File: src/rtl/maverickOne_pkg.sv
// Shared core-wide constants and types for the maverickOne fetch path.
// Holds the instruction cache state encoding and its default geometry.
package maverickOne_pkg;

    localparam int XLEN = 32;
    localparam int ILEN = 32;

    localparam int ICACHE_NUM_LINES = 64;

    typedef enum logic [0:0] {
        IDLE   = 1'b0,
        REFILL = 1'b1
    } icache_state_e;

endpackage

File: src/rtl/icache_responder_if.sv
// Fetch request/grant handshake plus the refill memory bus of the instruction cache.
// The cache side uses the slave modport; the fetch stage / memory model uses master.
interface icache_responder_if
    import maverickOne_pkg::*;
#(
    parameter int XLEN = maverickOne_pkg::XLEN,
    parameter int ILEN = maverickOne_pkg::ILEN
);

    logic            req_i;
    logic [XLEN-1:0] addr_i;
    logic            gnt_o;
    logic [ILEN-1:0] data_o;
    logic            flush_i;

    logic            mem_req_o;
    logic [XLEN-1:0] mem_addr_o;
    logic            mem_rvalid_i;
    logic [ILEN-1:0] mem_rdata_i;

    modport slave (
        input  req_i, addr_i, flush_i, mem_rvalid_i, mem_rdata_i,
        output gnt_o, data_o, mem_req_o, mem_addr_o
    );

    modport master (
        output req_i, addr_i, flush_i, mem_rvalid_i, mem_rdata_i,
        input  gnt_o, data_o, mem_req_o, mem_addr_o
    );

endinterface

File: src/rtl/icache_tag_array.sv
// Direct-mapped line storage: valid/tag/data flops with one combinational read
// port, one write port and a flash-invalidate of every valid bit.
module icache_tag_array #(
    parameter int NUM_LINES = 64,
    parameter int IDX_W     = 6,
    parameter int TAG_W     = 24,
    parameter int ILEN      = 32
) (
    input  logic             clk_i,
    input  logic             rst_i,
    input  logic             inval_i,
    input  logic [IDX_W-1:0] rd_idx,
    output logic             rd_valid,
    output logic [TAG_W-1:0] rd_tag,
    output logic [ILEN-1:0]  rd_data,
    input  logic             wr_en,
    input  logic [IDX_W-1:0] wr_idx,
    input  logic [TAG_W-1:0] wr_tag,
    input  logic [ILEN-1:0]  wr_data,
    input  logic             wr_valid
);

    logic [NUM_LINES-1:0] valid_q;
    logic [TAG_W-1:0]     tag_q  [NUM_LINES];
    logic [ILEN-1:0]      data_q [NUM_LINES];

    // Invalidate wins over a same-cycle write so a flushed fill never survives.
    always_ff @(posedge clk_i) begin
        if (rst_i || inval_i) begin
            valid_q <= '0;
        end else if (wr_en) begin
            valid_q[wr_idx] <= wr_valid;
        end
    end

    always_ff @(posedge clk_i) begin
        if (wr_en) begin
            tag_q[wr_idx]  <= wr_tag;
            data_q[wr_idx] <= wr_data;
        end
    end

    assign rd_valid = valid_q[rd_idx];
    assign rd_tag   = tag_q[rd_idx];
    assign rd_data  = data_q[rd_idx];

endmodule

File: src/rtl/icache_responder.sv
// Instruction cache responder: same-cycle hits, single-outstanding refill on miss,
// with a bypass grant in the refill data cycle and flush/drop handling.
module icache_responder
    import maverickOne_pkg::*;
#(
    parameter int XLEN      = maverickOne_pkg::XLEN,
    parameter int ILEN      = maverickOne_pkg::ILEN,
    parameter int NUM_LINES = ICACHE_NUM_LINES
) (
    input  logic              clk_i,
    input  logic              rst_i,
    icache_responder_if.slave bus
);

    localparam int IDX_W = $clog2(NUM_LINES);
    localparam int TAG_W = XLEN - IDX_W - 2;

    localparam logic [0:0] ST_IDLE   = 1'(IDLE);
    localparam logic [0:0] ST_REFILL = 1'(REFILL);

    logic [0:0]      state_q;
    logic [XLEN-3:0] miss_word_q;
    logic            drop_q;

    logic [IDX_W-1:0] req_idx;
    logic [TAG_W-1:0] req_tag;
    logic [XLEN-3:0]  req_word;
    logic             rd_valid;
    logic [TAG_W-1:0] rd_tag;
    logic [ILEN-1:0]  rd_data;
    logic             in_refill;
    logic             fill;
    logic             hit;
    logic             start_miss;
    logic             bypass;
    logic             unused_addr_lsb;

    assign req_word        = bus.addr_i[XLEN-1:2];
    assign req_idx         = bus.addr_i[IDX_W+1:2];
    assign req_tag         = bus.addr_i[XLEN-1:IDX_W+2];
    assign unused_addr_lsb = ^bus.addr_i[1:0];

    assign in_refill  = (state_q == ST_REFILL);
    assign fill       = in_refill && bus.mem_rvalid_i;
    assign hit        = bus.req_i && rd_valid && (rd_tag == req_tag) && !bus.flush_i;
    assign start_miss = !in_refill && bus.req_i && !hit && !bus.flush_i;
    // The refill word is forwarded only if the requester still wants that exact word.
    assign bypass     = fill && bus.req_i && !bus.flush_i && !drop_q &&
                        (req_word == miss_word_q);

    icache_tag_array #(
        .NUM_LINES (NUM_LINES),
        .IDX_W     (IDX_W),
        .TAG_W     (TAG_W),
        .ILEN      (ILEN)
    ) u_tag_array (
        .clk_i    (clk_i),
        .rst_i    (rst_i),
        .inval_i  (bus.flush_i),
        .rd_idx   (req_idx),
        .rd_valid (rd_valid),
        .rd_tag   (rd_tag),
        .rd_data  (rd_data),
        .wr_en    (fill && !rst_i),
        .wr_idx   (miss_word_q[IDX_W-1:0]),
        .wr_tag   (miss_word_q[XLEN-3:IDX_W]),
        .wr_data  (bus.mem_rdata_i),
        .wr_valid (!(drop_q || bus.flush_i))
    );

    always_comb begin
        bus.gnt_o      = in_refill ? bypass : hit;
        bus.data_o     = fill ? bus.mem_rdata_i : rd_data;
        bus.mem_req_o  = in_refill;
        bus.mem_addr_o = in_refill ? {miss_word_q, 2'b00} : '0;
    end

    always_ff @(posedge clk_i) begin
        if (rst_i) begin
            state_q <= ST_IDLE;
            drop_q  <= 1'b0;
        end else begin
            case (state_q)
                ST_IDLE: begin
                    if (start_miss) begin
                        state_q <= ST_REFILL;
                    end
                end
                ST_REFILL: begin
                    if (bus.mem_rvalid_i) begin
                        state_q <= ST_IDLE;
                        drop_q  <= 1'b0;
                    end else if (bus.flush_i) begin
                        drop_q <= 1'b1;
                    end
                end
                default: state_q <= ST_IDLE;
            endcase
        end
    end

    always_ff @(posedge clk_i) begin
        if (start_miss) begin
            miss_word_q <= req_word;
        end
    end

endmodule

File: src/flat_wrapper.sv
// flat-port wrapper written by rule: the top's interface ports become plain ports
module icache_responder_flat import maverickOne_pkg::*;
#(
    parameter int XLEN      = maverickOne_pkg::XLEN,
    parameter int ILEN      = maverickOne_pkg::ILEN,
    parameter int NUM_LINES = ICACHE_NUM_LINES
)
  (clk_i, rst_i, bus_req_i, bus_addr_i, bus_flush_i, bus_mem_rvalid_i, bus_mem_rdata_i, bus_gnt_o, bus_data_o, bus_mem_req_o, bus_mem_addr_o);
  icache_responder_if #(.XLEN(XLEN), .ILEN(ILEN)) bus_i ();
  input  logic clk_i;
  input  logic rst_i;
  input wire logic [$bits(bus_i.req_i)-1:0] bus_req_i;
  input wire logic [$bits(bus_i.addr_i)-1:0] bus_addr_i;
  input wire logic [$bits(bus_i.flush_i)-1:0] bus_flush_i;
  input wire logic [$bits(bus_i.mem_rvalid_i)-1:0] bus_mem_rvalid_i;
  input wire logic [$bits(bus_i.mem_rdata_i)-1:0] bus_mem_rdata_i;
  output wire logic [$bits(bus_i.gnt_o)-1:0] bus_gnt_o;
  output wire logic [$bits(bus_i.data_o)-1:0] bus_data_o;
  output wire logic [$bits(bus_i.mem_req_o)-1:0] bus_mem_req_o;
  output wire logic [$bits(bus_i.mem_addr_o)-1:0] bus_mem_addr_o;
  assign bus_i.req_i = bus_req_i;
  assign bus_i.addr_i = bus_addr_i;
  assign bus_i.flush_i = bus_flush_i;
  assign bus_i.mem_rvalid_i = bus_mem_rvalid_i;
  assign bus_i.mem_rdata_i = bus_mem_rdata_i;
  assign bus_gnt_o = bus_i.gnt_o;
  assign bus_data_o = bus_i.data_o;
  assign bus_mem_req_o = bus_i.mem_req_o;
  assign bus_mem_addr_o = bus_i.mem_addr_o;
  icache_responder #(.XLEN(XLEN), .ILEN(ILEN), .NUM_LINES(NUM_LINES)) u_core (.clk_i(clk_i), .rst_i(rst_i), .bus(bus_i));
endmodule
File: config.mk
export PLATFORM = sky130hd
export DESIGN_NAME = icache_responder_flat
export DESIGN_NICKNAME = d
export VERILOG_FILES = /design/src/rtl/maverickOne_pkg.sv /design/src/rtl/icache_responder_if.sv /design/src/rtl/icache_tag_array.sv /design/src/rtl/icache_responder.sv /design/src/flat_wrapper.sv
export SDC_FILE = /design/constraint.sdc
export NUM_CORES = 2
export LEC_CHECK = 0
export ABC_CLOCK_PERIOD_IN_PS = 6400
export CORE_AREA = 2 2 507 509
export DETAILED_ROUTE_END_ITERATION = 8
export DIE_AREA = 0 0 509 511
export GPL_ROUTABILITY_DRIVEN = 0
export PLACE_DENSITY = 0.75
export SLEW_MARGIN = 30
export SYNTH_ARGS = -nofsm -noshare
export SYNTH_HDL_FRONTEND = slang
export SYNTH_SLANG_ARGS = --single-unit
export TNS_END_PERCENT = 20
File: constraint.sdc
create_clock -name clk_i -period 6.4 [get_ports clk_i]
set_clock_uncertainty 0.2 [all_clocks]
set_input_delay 1.6 -clock clk_i [delete_from_list [all_inputs] [get_ports clk_i]]
set_output_delay 1.6 -clock clk_i [all_outputs]
set_load 0.01 [all_outputs]
Word level (Yosys, flattened, before mapping)

Memory sizes are Yosys's and may differ from the RTL's.
Index checks and enable logic that the tools add are counted.

Input port bits: 69
Bits in writable memories: 3584
ROM bits: 0
Memories kept: 2
Flip-flop bits (word level): 96
Output and inout port bits: 66
Bits in latches: 0

Memories:

| name                      | words | bits a word | rd ports | clocked after Yosys merged registers in | wr ports | RTL line               | text |
|---|---|---|---|---|---|---|---|
| u_core.u_tag_array.data_q | 64    | 32          | 1        | 0                                       | 1        | icache_tag_array.sv:25 | `logic [ILEN-1:0] data_q [NUM_LINES];` |
| u_core.u_tag_array.tag_q  | 64    | 24          | 1        | 0                                       | 1        | icache_tag_array.sv:24 | `logic [TAG_W-1:0] tag_q [NUM_LINES];` |

Shift-type cells: 0
$add $sub $neg: 0
Multiplexer cells: 15
Equal/unequal tests: 2
Order comparisons: 3
Reductions and logical operators: 23
Divide/modulo/power cells: 0
$mul: 0
Bitwise logic cells: 1

Operators by type and width:

| operator                                                                      | number |
|---|---|
| 64-bit bitwise mux                                                            | 1 |
| 32-bit 2-to-1 mux                                                             | 2 |
| 30-bit equality test                                                          | 1 |
| 24-bit equality test                                                          | 1 |
| 6-bit by 7-bit less-than comparator with 1-bit output (second input constant) | 2 |
| 1-bit logical AND                                                             | 13 |
| 1-bit 2-to-1 mux                                                              | 9 |
| 1-bit binary-select mux with 6-bit select                                     | 1 |
| 1-bit demux with 6-bit select                                                 | 1 |
| 6-bit by 1-bit >= comparator with 1-bit output (second input constant)        | 1 |
| 1-bit logical NOT                                                             | 6 |
| 1-bit logical OR                                                              | 2 |
| 1-bit case mux with 2 select lines                                            | 1 |
| 2-bit AND reduction                                                           | 1 |
| 2-bit nonzero test                                                            | 1 |
| 1-bit inverter                                                                | 1 |

Logic depth before layout (Yosys ltp)

Word-level depth: 10
Gate-level depth with buffers: 15

Hierarchy

Synthesis repeated with hierarchy kept, for this count alone.

Cells, all modules: 6387
Area, all modules: 140817.6 um^2

Modules (own cells, without submodules):

| module           | times used | sequential area each (um^2) | cells each | area an instance (um^2) |
|---|---|---|---|---|
| icache_tag_array | 1          | 108904.4                    | 6197       | 138597.9 |
| icache_responder | 1          | 940.9                       | 190        | 2219.6 |

Worst setup path after synthesis

OpenSTA, ideal clock, no wires.

Path kind: input to register
Start point: input port bus_addr_i[3]
End point: register u_core.miss_word_q[0], enable pin
Path slack: -158 ps
Cell stages on the path: 14
Data arrival time: 5903 ps
Path buffers: 6
Cells stage by stage: buf_6 -> buf_2 -> buf_4 -> buf_2 -> clkbuf_1 -> clkbuf_1 -> mux4_2 -> nand2_1 -> nand4_1 -> nand4_1 -> xor2_1 -> nand4_1 -> nor4_2 -> nor3_1

Cells in the longest elaborated chain, start to end: 8
Elaborated cells on any way between the ends: 10
Those cells by class: eq/ne (1); mux (2); reduce/logical (6); memory (1)

Ends and longest elaborated chain:

| item                                                                            | RTL line                | text |
|---|---|---|
| from (decl)                                                                     | flat_wrapper.sv:13      | `input wire logic [$bits(bus_i.addr_i)-1:0] bus_addr_i;` |
| parallel branches: the longest is 3 deep, another holds memory read 64 x 24 bit | --                      |  |
| 1-bit logical AND (*) (2 in a row)                                              | icache_responder.sv:45  | `assign hit = bus.req_i && rd_valid && (rd_tag == req_tag) && !bus.flush_i;` |
| 1-bit logical NOT (*)                                                           | icache_responder.sv:46  | `assign start_miss = !in_refill && bus.req_i && !hit && !bus.flush_i;` |
| 1-bit logical AND (*) (2 in a row)                                              | icache_responder.sv:46  |  |
| named net u_core.start_miss                                                     | icache_responder.sv:34  | `logic start_miss;` |
| to (signal assigned)                                                            | icache_responder.sv:104 | `miss_word_q <= req_word;` |
| to (decl)                                                                       | icache_responder.sv:22  | `logic [XLEN-3:0] miss_word_q;` |

Mark *: on every way through the listed nets, which the timed path passes. The select of a mux whose other input is x is not followed.
A chain may end at the register's enable or synchronous reset.

Worst setup path in the final report

Start point: input port bus_addr_i[2]
End point: output port bus_gnt_o

Cells in the longest elaborated chain, start to end: 6
Elaborated cells on any way between the ends: 10
Those cells by class: eq/ne (2); mux (3); reduce/logical (4); memory (1)

Ends and longest elaborated chain:

| item                                                                            | RTL line               | text |
|---|---|---|
| parallel branches: the longest is 5 deep, another holds memory read 64 x 24 bit | --                     |  |
| 1-bit 2-to-1 mux (*)                                                            | icache_responder.sv:72 | `bus.gnt_o = in_refill ? bypass : hit;` |
| to (decl)                                                                       | flat_wrapper.sv:17     | `output wire logic [$bits(bus_i.gnt_o)-1:0] bus_gnt_o;` |

Every way passes the cells marked *. The select of a mux whose other input is x is not followed.

==> impl_metrics.ini <==
[critical_path]
startpoint_type = input pin
crit_required_ps = 4600
path_class = in -> out
critPathMaxFanout = 7
reg2reg_depth = 4
end_kind = primary output
cp.arrival_ps = 4940

[detailed_routing]
vias = 76500
first_iter_violations = 14100
viasPerCell = 7.25
ant_nets = 0
drt-wirelength-per-cell_um = 41.9
wl_um = 442000
drt_pre_antenna_iters = 6
drcViolationCount = 0

[logic_synthesis]
ys_seq_area_frac = 0.775
ys_ff_latch = 3680
synth_top_family_by_area = multiplexers
synth_mux_area_frac = 0.172
syn_area_per_cell_um2 = 23.1
synth_most_common_cell = edfxtp_1
ys_types = 80
synth_fa_ha_area_frac = 0
synth-simple-area-share = 0.0182
async_reset_ff_frac = 0
synth_compound_area_frac = 0.0186
synth_xor_area_frac = 0.00278
synthTopCellsByArea = edfxtp_1, mux4_2, dfxtp_1
synth_edf_count = 3614
synthTopCellsByCount = edfxtp_1, mux4_2, clkbuf_1
ys.flop_type = edfxtp_1
synth_top_area_cell = edfxtp_1
netlist_area_um2 = 142000
ys_warn_count = 0
yosys.area.top_type_share = 0.765
syn_inst = 6129

[power]
internal_power_mw = 39.6
p_sw_frac = 0.215
power.leakage_nw = 52.2
switchingPower_mw = 10.8
clockPowerShare = 0.419
ir_drop_mv = 0.334
combPwrFrac = 0.057
power.share.sequential = 0.524
cellPowerDensity_nw_per_um2 = 305

[worst_hold_path]
hold_depth = 2
hold_path_class = reg -> reg

[job]
maxCapViolCount = 0

[layout]
seq_area_um2 = 110000
nNetsFinal = 6955
fillers = 15400
fin_util = 0.647
layout-drive-gt1-share = 0.332
fin_cells = 10600
multi_input_area_um2 = 30900
syn_to_final_growth_pct = 16.5

[sta]
setup_viol = 5
fmax_mhz = 148
report.final.slew_viol_count = 0
post-route-period-util = 1.05
finalCriticalPeriod_ps = 6740
holdWs_ps = 273
slew_headroom = 0.255
hold_viol_final = 0
tightest_slew_ps = 1120
setup_ws_ps = -340
setup_tns_ps = -723
grt_setup_unrepaired = yes

[global_routing]
antenna_found_initial = 15
grt_max_degree = 70
grt_pass1_vias = 76600
grt_pass1_wl_um = 606000
track_usage = 0.339
overflow = 0

[floorplanning]
start_util = 0.556
die_x_um = 509
core_um2 = 255000
die_y_um = 511
rows = 186
ioPinCount = 135
dieArea_um2 = 260000

[clock_network]
max-clock-path-buffers = 4
htreeDepth = 5
clk_latency_ps = 1020
cts_sinks = 3680
numCtsBuffers = 369
cts.clk_slew.worst_paths_ps = 60
cts_hold_buf = 0
root_buffer = clkbuf_16
tritoncts = done

[run_status]
violations = setup timing
outcome = finished, violations left

[placement]
numPortBuffers = 130
place_hpwl_um = 207000
placed_cells = 9819
dp_slack_ps = -1250
-- power groups by stage --
stage	combinational [mW]	clock (mW)	sequential, mW
2_1_floorplan	1.38	0	27.0
3_3_place_gp	2.48	0	27.0
3_5_place_dp	2.54	0	27.0
4_1_cts	2.80	21.1	26.5
5_1_grt	2.96	22.0	26.5
6_report	2.88	21.1	26.5
-- layout make-up --
cell class              count  area share
inverters                   9    0.000250
multi-input cells        2081       0.187
well taps                3384      0.0256
flip-flops and latches   3680       0.665
clock buffers             437      0.0581
diodes                      8    0.000121
repair buffers            745      0.0525
clock inverters           206      0.0113
-- kinds of logic (layout without fill, tap and decap cells) --
kind of cell    Yosys count  after routing
compound gates          400            400
xor+xnor                 45             45
buf+inv                 369           1397
flops                  3680           3680
mux                    1118           1118
other cells               1             10
simple gates            516            516
-- per-stage QoR --
stage	area (µm²)	power (mW)
global route	165000	51.4
global placement	151000	29.4
floorplan	142000	28.4
detailed placement	151000	29.5
finish	165000	50.5
CTS	165000	50.3
-- worst max-delay path, cell delays in order --
cell	delay, ps
buf_16	170
buf_16	170
buf_16	160
buf_6	140
mux4_2	510
a22oi_1	210
a21oi_2	130
nor4_2	330
buf_4	230
xnor2_2	130
a2111oi_4	220
nand4_1	180
nor4_4	410
a21o_1	180
buf_2	130
-- final timing paths --
kind                                                     from                                           to  slack (ps)
setup reg to reg              u_core.bus.mem_req_o$_SDFF_PP0_  u_core.u_tag_array.data_q[36][21]$_DFFE_PP_        2140
setup / recovery                                bus_addr_i[2]                                    bus_gnt_o        -340
hold reg to reg   u_core.u_tag_array.valid_q[52]$_SDFFE_PP0P_  u_core.u_tag_array.valid_q[52]$_SDFFE_PP0P_         270
hold / removal    u_core.u_tag_array.valid_q[52]$_SDFFE_PP0P_  u_core.u_tag_array.valid_q[52]$_SDFFE_PP0P_         270
-- registers in the layout, indices dropped and copies added, names as in the netlist --
name / count
u_core.u_tag_array.data_q: 2048
u_core.bus.mem_req_o: 1
u_core.u_tag_array.valid_q: 64
u_core.u_tag_array.tag_q: 1536
u_core.drop_q: 1
u_core.miss_word_q: 30
-- metal layers --
| layer | wire [µm] | share of wire | up-vias | track usage |
|---|---|---|---|---|
| li1 | - | - | 27800 | - |
| met5 | 41 | 0.000093 | - | 0 |
| met4 | 33500 | 0.076 | 4 | 0.208 |
| met2 | 211000 | 0.48 | 7493 | 0.537 |
| met1 | 139000 | 0.31 | 39500 | 0.423 |
| met3 | 58200 | 0.13 | 1730 | 0.0879 |
-- cells in the final DEF (no fill, tap or decap), types with 11 or more instances in the layout --
cell type	netlist	final
edfxtp_1	3614	3614
mux4_2	1041	1041
buf_4	25	414
clkbuf_16	0	375
nand2_1	156	137
buf_12	5	108
a21oi_1	89	86
clkinv_1	1	81
o21ai_0	77	76
or3_1	67	67
clkinv_2	0	66
dfxtp_1	66	65
nor2_4	0	64
clkdlybuf4s50_1	0	64
clkbuf_1	179	62
buf_16	0	62
mux2i_1	56	56
a22oi_1	64	55
o22ai_1	53	40
and2_1	38	37
buf_2	95	37
xor2_1	36	36
nor2_1	103	35
nor3_1	33	31
bufinv_16	0	31
nand3_1	25	25
a22o_1	21	21
nand4_1	17	17
nand2_2	0	17
o221ai_1	20	17
buf_6	31	16
dlygate4sd2_1	0	16
clkinvlp_4	0	13
o22ai_2	0	12
nor4_1	15	12
mux4_1	11	11
-- repair_timing --
| action | 4_1_cts | 5_1_grt |
|---|---|---|
| setup endpoints to repair | 33 | 18 |
| gates cloned | 42 | 1 |
| resized for setup | 225 | 30 |
| pin swaps | 17 | 6 |
| buffers inserted | 37 | 0 |
No activity file was read; power rests on OpenSTA's default activity.
